$ cat src/rtl/aqfp_pla_pipe_if.sv
// aqfp_pla_pipe_if: config, input and result handshake bundle for the PLA pipeline
interface aqfp_pla_pipe_if #(
    parameter int NUM_IN = 26,
    parameter int NUM_OUT = 10,
    parameter int AW = 5
);
    logic cfg_we;
    logic [1:0] cfg_sel;
    logic [AW-1:0] cfg_addr;
    logic [NUM_IN-1:0] cfg_data;
    logic cfg_ready;
    logic in_valid;
    logic in_ready;
    logic [NUM_IN-1:0] x;
    logic out_valid;
    logic out_ready;
    logic [NUM_OUT-1:0] y;
    logic [15:0] out_cnt;
    modport master (
        output cfg_we, cfg_sel, cfg_addr, cfg_data, in_valid, x, out_ready,
        input cfg_ready, in_ready, out_valid, y, out_cnt
    );
    modport slave (
        input cfg_we, cfg_sel, cfg_addr, cfg_data, in_valid, x, out_ready,
        output cfg_ready, in_ready, out_valid, y, out_cnt
    );
endinterface

$ cat src/rtl/aqfp_pla_pipe.sv
// aqfp_pla_pipe: two-stage pipelined PLA with run-time programmable AND/OR planes and output inversion
module aqfp_pla_pipe #(
    parameter int NUM_IN = 26,
    parameter int NUM_OUT = 10,
    parameter int NUM_TERMS = 32,
    parameter int AW = $clog2(NUM_TERMS)
) (
    input logic clk,
    input logic rst_n,
    aqfp_pla_pipe_if.slave bus
);
    logic [NUM_IN-1:0] care [NUM_TERMS];
    logic [NUM_IN-1:0] pol [NUM_TERMS];
    logic [NUM_OUT-1:0] or_mask [NUM_TERMS];
    logic [NUM_OUT-1:0] inv;
    logic [NUM_TERMS-1:0] term, s1_term;
    logic [NUM_OUT-1:0] y_next, y_r;
    logic s1_v, s2_v, adv1, adv2, cfg_wr, in_acc;
    logic [15:0] cnt;
    assign adv2 = ~s2_v | bus.out_ready;
    assign adv1 = ~s1_v | adv2;
    assign bus.cfg_ready = ~s1_v & ~s2_v;
    assign cfg_wr = bus.cfg_we & bus.cfg_ready;
    assign bus.in_ready = adv1 & ~cfg_wr;
    assign in_acc = bus.in_valid & bus.in_ready;
    assign bus.out_valid = s2_v;
    assign bus.y = y_r;
    assign bus.out_cnt = cnt;
    always_comb begin
        term = '0;
        y_next = '0;
        for (int t = 0; t < NUM_TERMS; t++) begin
            term[t] = &(~care[t] | (bus.x ~^ pol[t]));
            y_next = y_next | (or_mask[t] & {NUM_OUT{s1_term[t]}});
        end
        y_next = y_next ^ inv;
    end
    always_ff @(posedge clk) begin
        if (!rst_n) begin
            for (int t = 0; t < NUM_TERMS; t++) begin
                care[t] <= '0;
                pol[t] <= '0;
                or_mask[t] <= '0;
            end
            inv <= '0;
            s1_v <= 1'b0;
            s2_v <= 1'b0;
            s1_term <= '0;
            y_r <= '0;
            cnt <= '0;
        end else begin
            // addresses past the last term match no index and are silently dropped
            if (cfg_wr) begin
                for (int t = 0; t < NUM_TERMS; t++) begin
                    if (bus.cfg_addr == AW'(t)) begin
                        if (bus.cfg_sel == 2'd0) care[t] <= bus.cfg_data;
                        if (bus.cfg_sel == 2'd1) pol[t] <= bus.cfg_data;
                        if (bus.cfg_sel == 2'd2) or_mask[t] <= bus.cfg_data[NUM_OUT-1:0];
                    end
                end
                if (bus.cfg_sel == 2'd3) inv <= bus.cfg_data[NUM_OUT-1:0];
            end
            if (adv1) begin
                s1_v <= in_acc;
                if (in_acc) s1_term <= term;
            end
            if (adv2) begin
                s2_v <= s1_v;
                if (s1_v) y_r <= y_next;
            end
            if (s2_v & bus.out_ready) cnt <= cnt + 16'd1;
        end
    end
endmodule

$ cat src/flat_wrapper.sv
// flat-port wrapper written by rule: the top's interface ports become plain ports
module aqfp_pla_pipe_flat 
#(
    parameter int NUM_IN = 26,
    parameter int NUM_OUT = 10,
    parameter int NUM_TERMS = 32,
    parameter int AW = $clog2(NUM_TERMS)
)
  (clk, rst_n, bus_cfg_we, bus_cfg_sel, bus_cfg_addr, bus_cfg_data, bus_in_valid, bus_x, bus_out_ready, bus_cfg_ready, bus_in_ready, bus_out_valid, bus_y, bus_out_cnt);
  aqfp_pla_pipe_if #(.NUM_IN(NUM_IN), .NUM_OUT(NUM_OUT), .AW(AW)) bus_i ();
  input logic clk;
  input logic rst_n;
  input wire logic [$bits(bus_i.cfg_we)-1:0] bus_cfg_we;
  input wire logic [$bits(bus_i.cfg_sel)-1:0] bus_cfg_sel;
  input wire logic [$bits(bus_i.cfg_addr)-1:0] bus_cfg_addr;
  input wire logic [$bits(bus_i.cfg_data)-1:0] bus_cfg_data;
  input wire logic [$bits(bus_i.in_valid)-1:0] bus_in_valid;
  input wire logic [$bits(bus_i.x)-1:0] bus_x;
  input wire logic [$bits(bus_i.out_ready)-1:0] bus_out_ready;
  output wire logic [$bits(bus_i.cfg_ready)-1:0] bus_cfg_ready;
  output wire logic [$bits(bus_i.in_ready)-1:0] bus_in_ready;
  output wire logic [$bits(bus_i.out_valid)-1:0] bus_out_valid;
  output wire logic [$bits(bus_i.y)-1:0] bus_y;
  output wire logic [$bits(bus_i.out_cnt)-1:0] bus_out_cnt;
  assign bus_i.cfg_we = bus_cfg_we;
  assign bus_i.cfg_sel = bus_cfg_sel;
  assign bus_i.cfg_addr = bus_cfg_addr;
  assign bus_i.cfg_data = bus_cfg_data;
  assign bus_i.in_valid = bus_in_valid;
  assign bus_i.x = bus_x;
  assign bus_i.out_ready = bus_out_ready;
  assign bus_cfg_ready = bus_i.cfg_ready;
  assign bus_in_ready = bus_i.in_ready;
  assign bus_out_valid = bus_i.out_valid;
  assign bus_y = bus_i.y;
  assign bus_out_cnt = bus_i.out_cnt;
  aqfp_pla_pipe #(.NUM_IN(NUM_IN), .NUM_OUT(NUM_OUT), .NUM_TERMS(NUM_TERMS), .AW(AW)) u_core (.clk(clk), .rst_n(rst_n), .bus(bus_i));
endmodule
$ cat config.mk
export PLATFORM = sky130hd
export DESIGN_NAME = aqfp_pla_pipe_flat
export DESIGN_NICKNAME = d
export VERILOG_FILES = /design/src/rtl/aqfp_pla_pipe_if.sv /design/src/rtl/aqfp_pla_pipe.sv /design/src/flat_wrapper.sv
export SDC_FILE = /design/constraint.sdc
export NUM_CORES = 2
export LEC_CHECK = 0
export CAP_MARGIN = 20
export CORE_UTILIZATION = 30
export CTS_BUF_LIST = sky130_fd_sc_hd__clkbuf_8
export DETAILED_ROUTE_END_ITERATION = 16
export SLEW_MARGIN = 25
export SYNTH_ARGS = -nofsm -noshare
export SYNTH_HDL_FRONTEND = slang
export SYNTH_SLANG_ARGS = --single-unit
$ cat constraint.sdc
create_clock -name clk -period 8.9 [get_ports clk]
set_clock_uncertainty 0.2 [all_clocks]
set_input_delay 1.335 -clock clk [delete_from_list [all_inputs] [get_ports clk]]
set_output_delay 1.335 -clock clk [all_outputs]
set_load 0.005 [all_outputs]
Word level (Yosys, flattened, before mapping)
Memory sizes are Yosys's and may differ from the RTL's. Cells that the tools add are included.

Bitwise gates (word level): 266. Add/subtract/negate cells: 1. Equality and inequality tests: 34. Reductions and logical operators: 37. Muxes and demuxes: 484.

Operators with widths (count): 26-bit two-way mux (64); 26-bit NOT (32); 26-bit bitwise OR (32); 26-bit AND reduction (32); 26-bit XNOR (32); 1-bit two-way mux (388); 10-bit bitwise AND (32); 10-bit two-way mux (32); 10-bit bitwise OR (31); 1-bit bitwise OR (98); 5-bit == test (second input constant) (16); 5-bit by 4-bit == test with 1-bit output (second input constant) (8); 5-bit by 3-bit == test with 1-bit output (second input constant) (4); 16-bit by 1-bit adder with 16-bit output (second input constant) (1); 5-bit by 2-bit == test with 1-bit output (second input constant) (2); 10-bit bitwise XOR (1); 2-bit AND reduction (3); 1-bit bitwise AND (5); 5-bit by 1-bit == test with 1-bit output (second input constant) (1); 5-bit logical NOT (1); 2-bit == test (second input constant) (2); 1-bit NOT (3); 2-bit by 1-bit == test with 1-bit output (second input constant) (1); 2-bit logical NOT (1).

Input port bits: 64. RAM bits: 1984. Memories kept: 3. Bits in registers: 70. Logic and storage cells: 831. Output and inout port bits: 29.

Memory list: u_core.care (words 32, width 26, rd ports 32, clocked after Yosys merged registers in 0, write ports 32, RTL line aqfp_pla_pipe.sv:12) `logic [NUM_IN-1:0] care [NUM_TERMS];`; u_core.pol (words 32, width 26, rd ports 32, clocked after Yosys merged registers in 0, write ports 32, RTL line aqfp_pla_pipe.sv:13) `logic [NUM_IN-1:0] pol [NUM_TERMS];`; u_core.or_mask (words 32, width 10, rd ports 32, clocked after Yosys merged registers in 0, write ports 32, RTL line aqfp_pla_pipe.sv:14) `logic [NUM_OUT-1:0] or_mask [NUM_TERMS];`.

Depth between registers and ports, before layout
Depth in word-level cells: 33. Mapped depth: 9.

Worst setup path after synthesis
Ideal clock, no wire load.

Path kind: input -> register. Start: input port bus_cfg_sel[1]. End: memory u_core.care[23][22] (netlist: u_core.care[5][100]) (enable). Arrival time: 3.833 ns. Stages on the path: 3. Buffers on the path: 1. Setup slack: 4.422 ns. Required time: 8.255 ns. Cell sequence: or3_1 > clkbuf_1 > o21ai_0.

RTL lines: start: declaration (RTL line flat_wrapper.sv:14) `input wire logic [$bits(bus_i.cfg_sel)-1:0] bus_cfg_sel;`; end: declaration (RTL line aqfp_pla_pipe.sv:12).

Final worst setup path
Start: register u_core.s2_v (netlist: u_core.bus.out_valid). End: output port bus_in_ready.

Word-level cells in the longest chain between the ends: 5. Elaborated cells on any way between the ends: 7. Classes of those cells: bitwise (7).

RTL lines: start: declaration (RTL line aqfp_pla_pipe.sv:18) `logic s1_v, s2_v, adv1, adv2, cfg_wr, in_acc;`; start signal: assignment (RTL line aqfp_pla_pipe.sv:68) `s2_v <= s1_v;`; 1-bit NOT * (RTL line aqfp_pla_pipe.sv:20, aqfp_pla_pipe.sv:22); 1-bit bitwise AND (RTL line aqfp_pla_pipe.sv:22) `assign bus.cfg_ready = ~s1_v & ~s2_v;`; 1-bit bitwise AND (RTL line aqfp_pla_pipe.sv:23) `assign cfg_wr = bus.cfg_we & bus.cfg_ready;`; 1-bit NOT (RTL line aqfp_pla_pipe.sv:24) `assign bus.in_ready = adv1 & ~cfg_wr;`; 1-bit bitwise AND * (RTL line aqfp_pla_pipe.sv:24); end: declaration (RTL line flat_wrapper.sv:21) `output wire logic [$bits(bus_i.in_ready)-1:0] bus_in_ready;`.

Mark *: on every way between the ends. The rest lies on a longest branch, timed or not.

==> flow_metrics.py <==
metrics = {
    "power": {
        "power.static_leakage_nw": 33.5,
        "combPwrFrac_pct": 6.5,
        "irDropWorstVdd_uv": 182,
        "p_total_mw": 19.9,
        "p_sw_share_pct": 24.4,
        "power.share.sequential_pct": 56.2,
        "clock_power_share_pct": 37.3,
        "cell_internal_pwr_mw": 15.1,
        "power_density_nw_per_um2": 215,
        "power.net_switching_mw": 4.87,
    },
    "finish": {
        "seqCellArea_um2": 61000,
        "area_growth_syn_to_layout_pct": 13.1,
        "design.final.nets": 5784,
        "fillCellCount": 26000,
        "layoutNonFillerInstCount": 9533,
        "drive_gt1_share_pct": 11.5,
        "area_of_the_multi_input_gates_um2": 19600,
    },
    "die": {
        "initial_core_util_pct": 30.2,
        "io-pin-count": 93,
        "placementRows": 191,
        "die-width_um": 525,
        "design.die.area_um2": 275000,
        "core_area_um2": 271000,
        "floorplan.die.height_um": 525,
    },
    "sta": {
        "setup_total_negative_slack_ns": 0,
        "min_period_ns": 4.61,
        "fmaxAchievable_mhz": 217,
        "fin_crit_sh_pct": 51.7,
        "worst_hold_slack_ns": 0.289,
        "timing_max_transition_violations_final": 0,
        "grt_setup_unrepaired": "false",
        "final-setup-viol-count": 0,
        "final_hold_viol_count": 0,
        "max_slew.worst_pin.slew_ns": 1.21,
        "max-slew-margin-rel_pct": 18.7,
    },
    "placed_design": {
        "placed_cells_incl_taps": 8953,
        "placement.io_buffers": 92,
        "hpwlAfterDp_um": 145000,
        "place.gp.congestion": 0.961,
    },
    "global_routing": {
        "grt_pass1_vias": 47500,
        "initial_antenna_violation_count": 14,
        "grt_util_all_layers_pct": 17.8,
        "maximum_number_of_pins_on_one_net_before_global_route_repair": 57,
        "grt_pass1_wl_um": 352000,
        "grt-ovfl-total": 0,
    },
    "worst_setup_path": {
        "crit-reg2reg-launch": "u_core.bus.out_valid",
        "path_cells": "nor3b_2, a21oi_2, clkdlybuf4s50_1",
        "r2r_end": "u_core.pol[1][15]",
        "path_max_fanout": 10,
        "worst_setup_path_startpoint": "u_core.bus.out_valid",
        "startpoint_type": "register",
        "setup.worst_path.end": "bus_in_ready",
        "worst_ep_arrival_time_ns": 3.07,
        "slack_of_the_worst_reg_to_reg_path_ns": 4.96,
        "critical_path_class": "reg2out",
        "critPathMaxStageDelay_ns": 0.95,
        "rr_worst_depth": 6,
        "cp-end-kind": "output pin",
        "worst_ep_required_time_ns": 7.36,
        "slowest_stage": "dfxtp_1",
    },
    "routing": {
        "dr.first_iter.drc_count": 6070,
        "drt-vias-per-instance": 5.11,
        "routed_wire_length_per_instance_um": 26.6,
        "drt.antenna.violating_nets": 0,
        "route.final.wire_length_um": 253000,
        "drt_pre_antenna_iters": 6,
        "num_vias": 48700,
        "post-route-drc-count": 0,
    },
    "yosys": {
        "synth-edff-count": 1984,
        "yosysTopAreaCellShare_pct": 72.7,
        "ffs_latches_synth": 2054,
        "synth-seq-area-share_pct": 74.4,
        "syn_avg_cell_area_um2": 14.8,
        "synthDominantAreaCellType": "edfxtp_1",
        "ffs_w_async_s_r_synth_pct": 0,
        "postSynth.topFlopCell": "edfxtp_1",
        "netlist_instances": 5527,
        "post_synth_num_cell_types": 46,
        "ys.warnings.count": 0,
        "syn-num-nets": 5592,
        "synth_area_um2": 82000,
        "synth.top_cells.by_area": "edfxtp_1, xor2_1, nor2_1, a22oi_1, dfxtp_1",
    },
    "clock_network": {
        "clk-insertion-delay-late_ns": 1.06,
        "cts_made_buffers": 334,
        "cts-resized-gates": 0,
        "hold_buffer_count_at_cts": 0,
        "cts.sink_count": 2054,
        "root_buffer": "clkbuf_8",
        "htree_num_levels": 5,
        "path_clk_slew_ns": 0.06,
        "cts_setup_buffers": 0,
        "cts-root-to-sink-buffers": 4,
        "cts_tree": "yes",
    },
    "worst_hold_path": {
        "hp-class": "reg2reg",
    },
    "job": {
        "max_cap_viol_count": 0,
    },
    "outcome": {
        "run_status": "complete, no violations",
    },
}
## per-stage QoR
| step | utilization, % | setup WS, ns | area [µm²] |
|---|---|---|---|
| after floorplan | - | 4.42 | 82000 |
| after global placement | 32.0 | 3.60 | 86800 |
| after detailed placement | 32.0 | 3.45 | 86800 |
| after CTS | 34.2 | 4.20 | 92600 |
| after global routing | 34.2 | 4.18 | 92700 |
| final | 34.2 | 4.29 | 92700 |
## worst min path at each step
stage,start,to,slack (ns),depth (start not counted)
after floorplan,u_core.bus.y[9],u_core.bus.y[9],0.27,1
after global placement,u_core.bus.y[9],u_core.bus.y[9],0.27,1
after detailed placement,u_core.bus.y[4],u_core.bus.y[4],0.27,1
after CTS,u_core.bus.y[4],u_core.bus.y[4],0.29,1
after global routing,u_core.bus.y[3],u_core.bus.y[3],0.32,1
final,u_core.bus.y[3],u_core.bus.y[3],0.29,1
## layout make-up
class | instances | area share (%)
Antenna cell | 8 | 0.0216
Clock buffer | 348 | 5.16
Tap cell | 3570 | 4.82
Multi-Input combinational cell | 3083 | 21.1
Timing Repair Buffer | 217 | 1.94
Inverter | 29 | 0.119
Clock inverter | 224 | 1.09
Sequential cell | 2054 | 65.8
## state kept, by name, summed over array words and instances (netlist names)
name / count
u_core.care: 832
u_core.pol: 832
u_core.or_mask: 320
u_core.s1_term: 32
u_core.bus.out_cnt: 16
u_core.bus.y: 10
u_core.inv: 10
u_core.bus.out_valid: 1
u_core.s1_v: 1
## metal layers
| layer | vias up | global-route usage [%] | part of all wire, % |
|---|---|---|---|
| li1 | 20600 | - | - |
| met1 | 25200 | 23.7 | 41 |
| met2 | 2417 | 29.5 | 48 |
| met3 | 517 | 3.04 | 8.2 |
| met4 | 4 | 5.74 | 3.2 |
| met5 | - | 0 | 0.011 |
## power by group through the flow
stage          sequential, mW  combinational (mW)  clock [mW]
2_1_floorplan            11.3               0.714           0
3_3_place_gp             11.4                1.28           0
3_5_place_dp             11.4                1.30           0
4_1_cts                  11.2                1.30        7.53
5_1_grt                  11.2                1.37        7.95
6_report                 11.2                1.30        7.44
## cell families (layout without fill, tap and decap cells)
logic type | Yosys count | after routing | synth area share, %
DFF | 2054 | 2054 | 74.4
and+or+nand+nor | 1545 | 1545 | 7.97
xor gates and xnor gates | 855 | 855 | 9.13
AOI/OAI and AO/OA | 672 | 672 | 6.17
buffers and inverters | 390 | 818 | 2.21
muxes | 10 | 10 | 0.122
adders and majority gates | 1 | 1 | 0.0153
other | 0 | 8 | 0
## cells in the mapped netlist (all sizes together), types with 29 or more instances
cell	n
nor2	1141
clkbuf	203
nand3	44
a22o	72
edfxtp	1984
inv	29
nand4	107
o21ai	46
dfxtp	70
buf	158
a221oi	31
a22oi	514
nand2	158
xor2	836
nor4	44
## worst max-delay path: cells and delay by family (launching register included)
kind                   cells  cell delay (ns)
buffers and inverters      1             0.57
and+or+nand+nor            1             0.17
AOI/OAI and AO/OA          1             0.33
DFF                        1             0.95
## layout by cell type (no fill, tap or decap), drive strengths merged, types with 31 or more instances in the layout
cell	Yosys	final
clkbuf	203	349
clkinv	0	87
nand3	44	44
a22o	72	72
nor4	44	44
buf	158	151
nand4	107	107
o21ai	46	46
inv	29	155
dfxtp	70	70
nor2	1141	1141
clkdlybuf4s50	0	65
edfxtp	1984	1984
a22oi	514	514
xor2	836	836
a221oi	31	31
nand2	158	158
No activity file was read; power rests on OpenSTA's default activity.
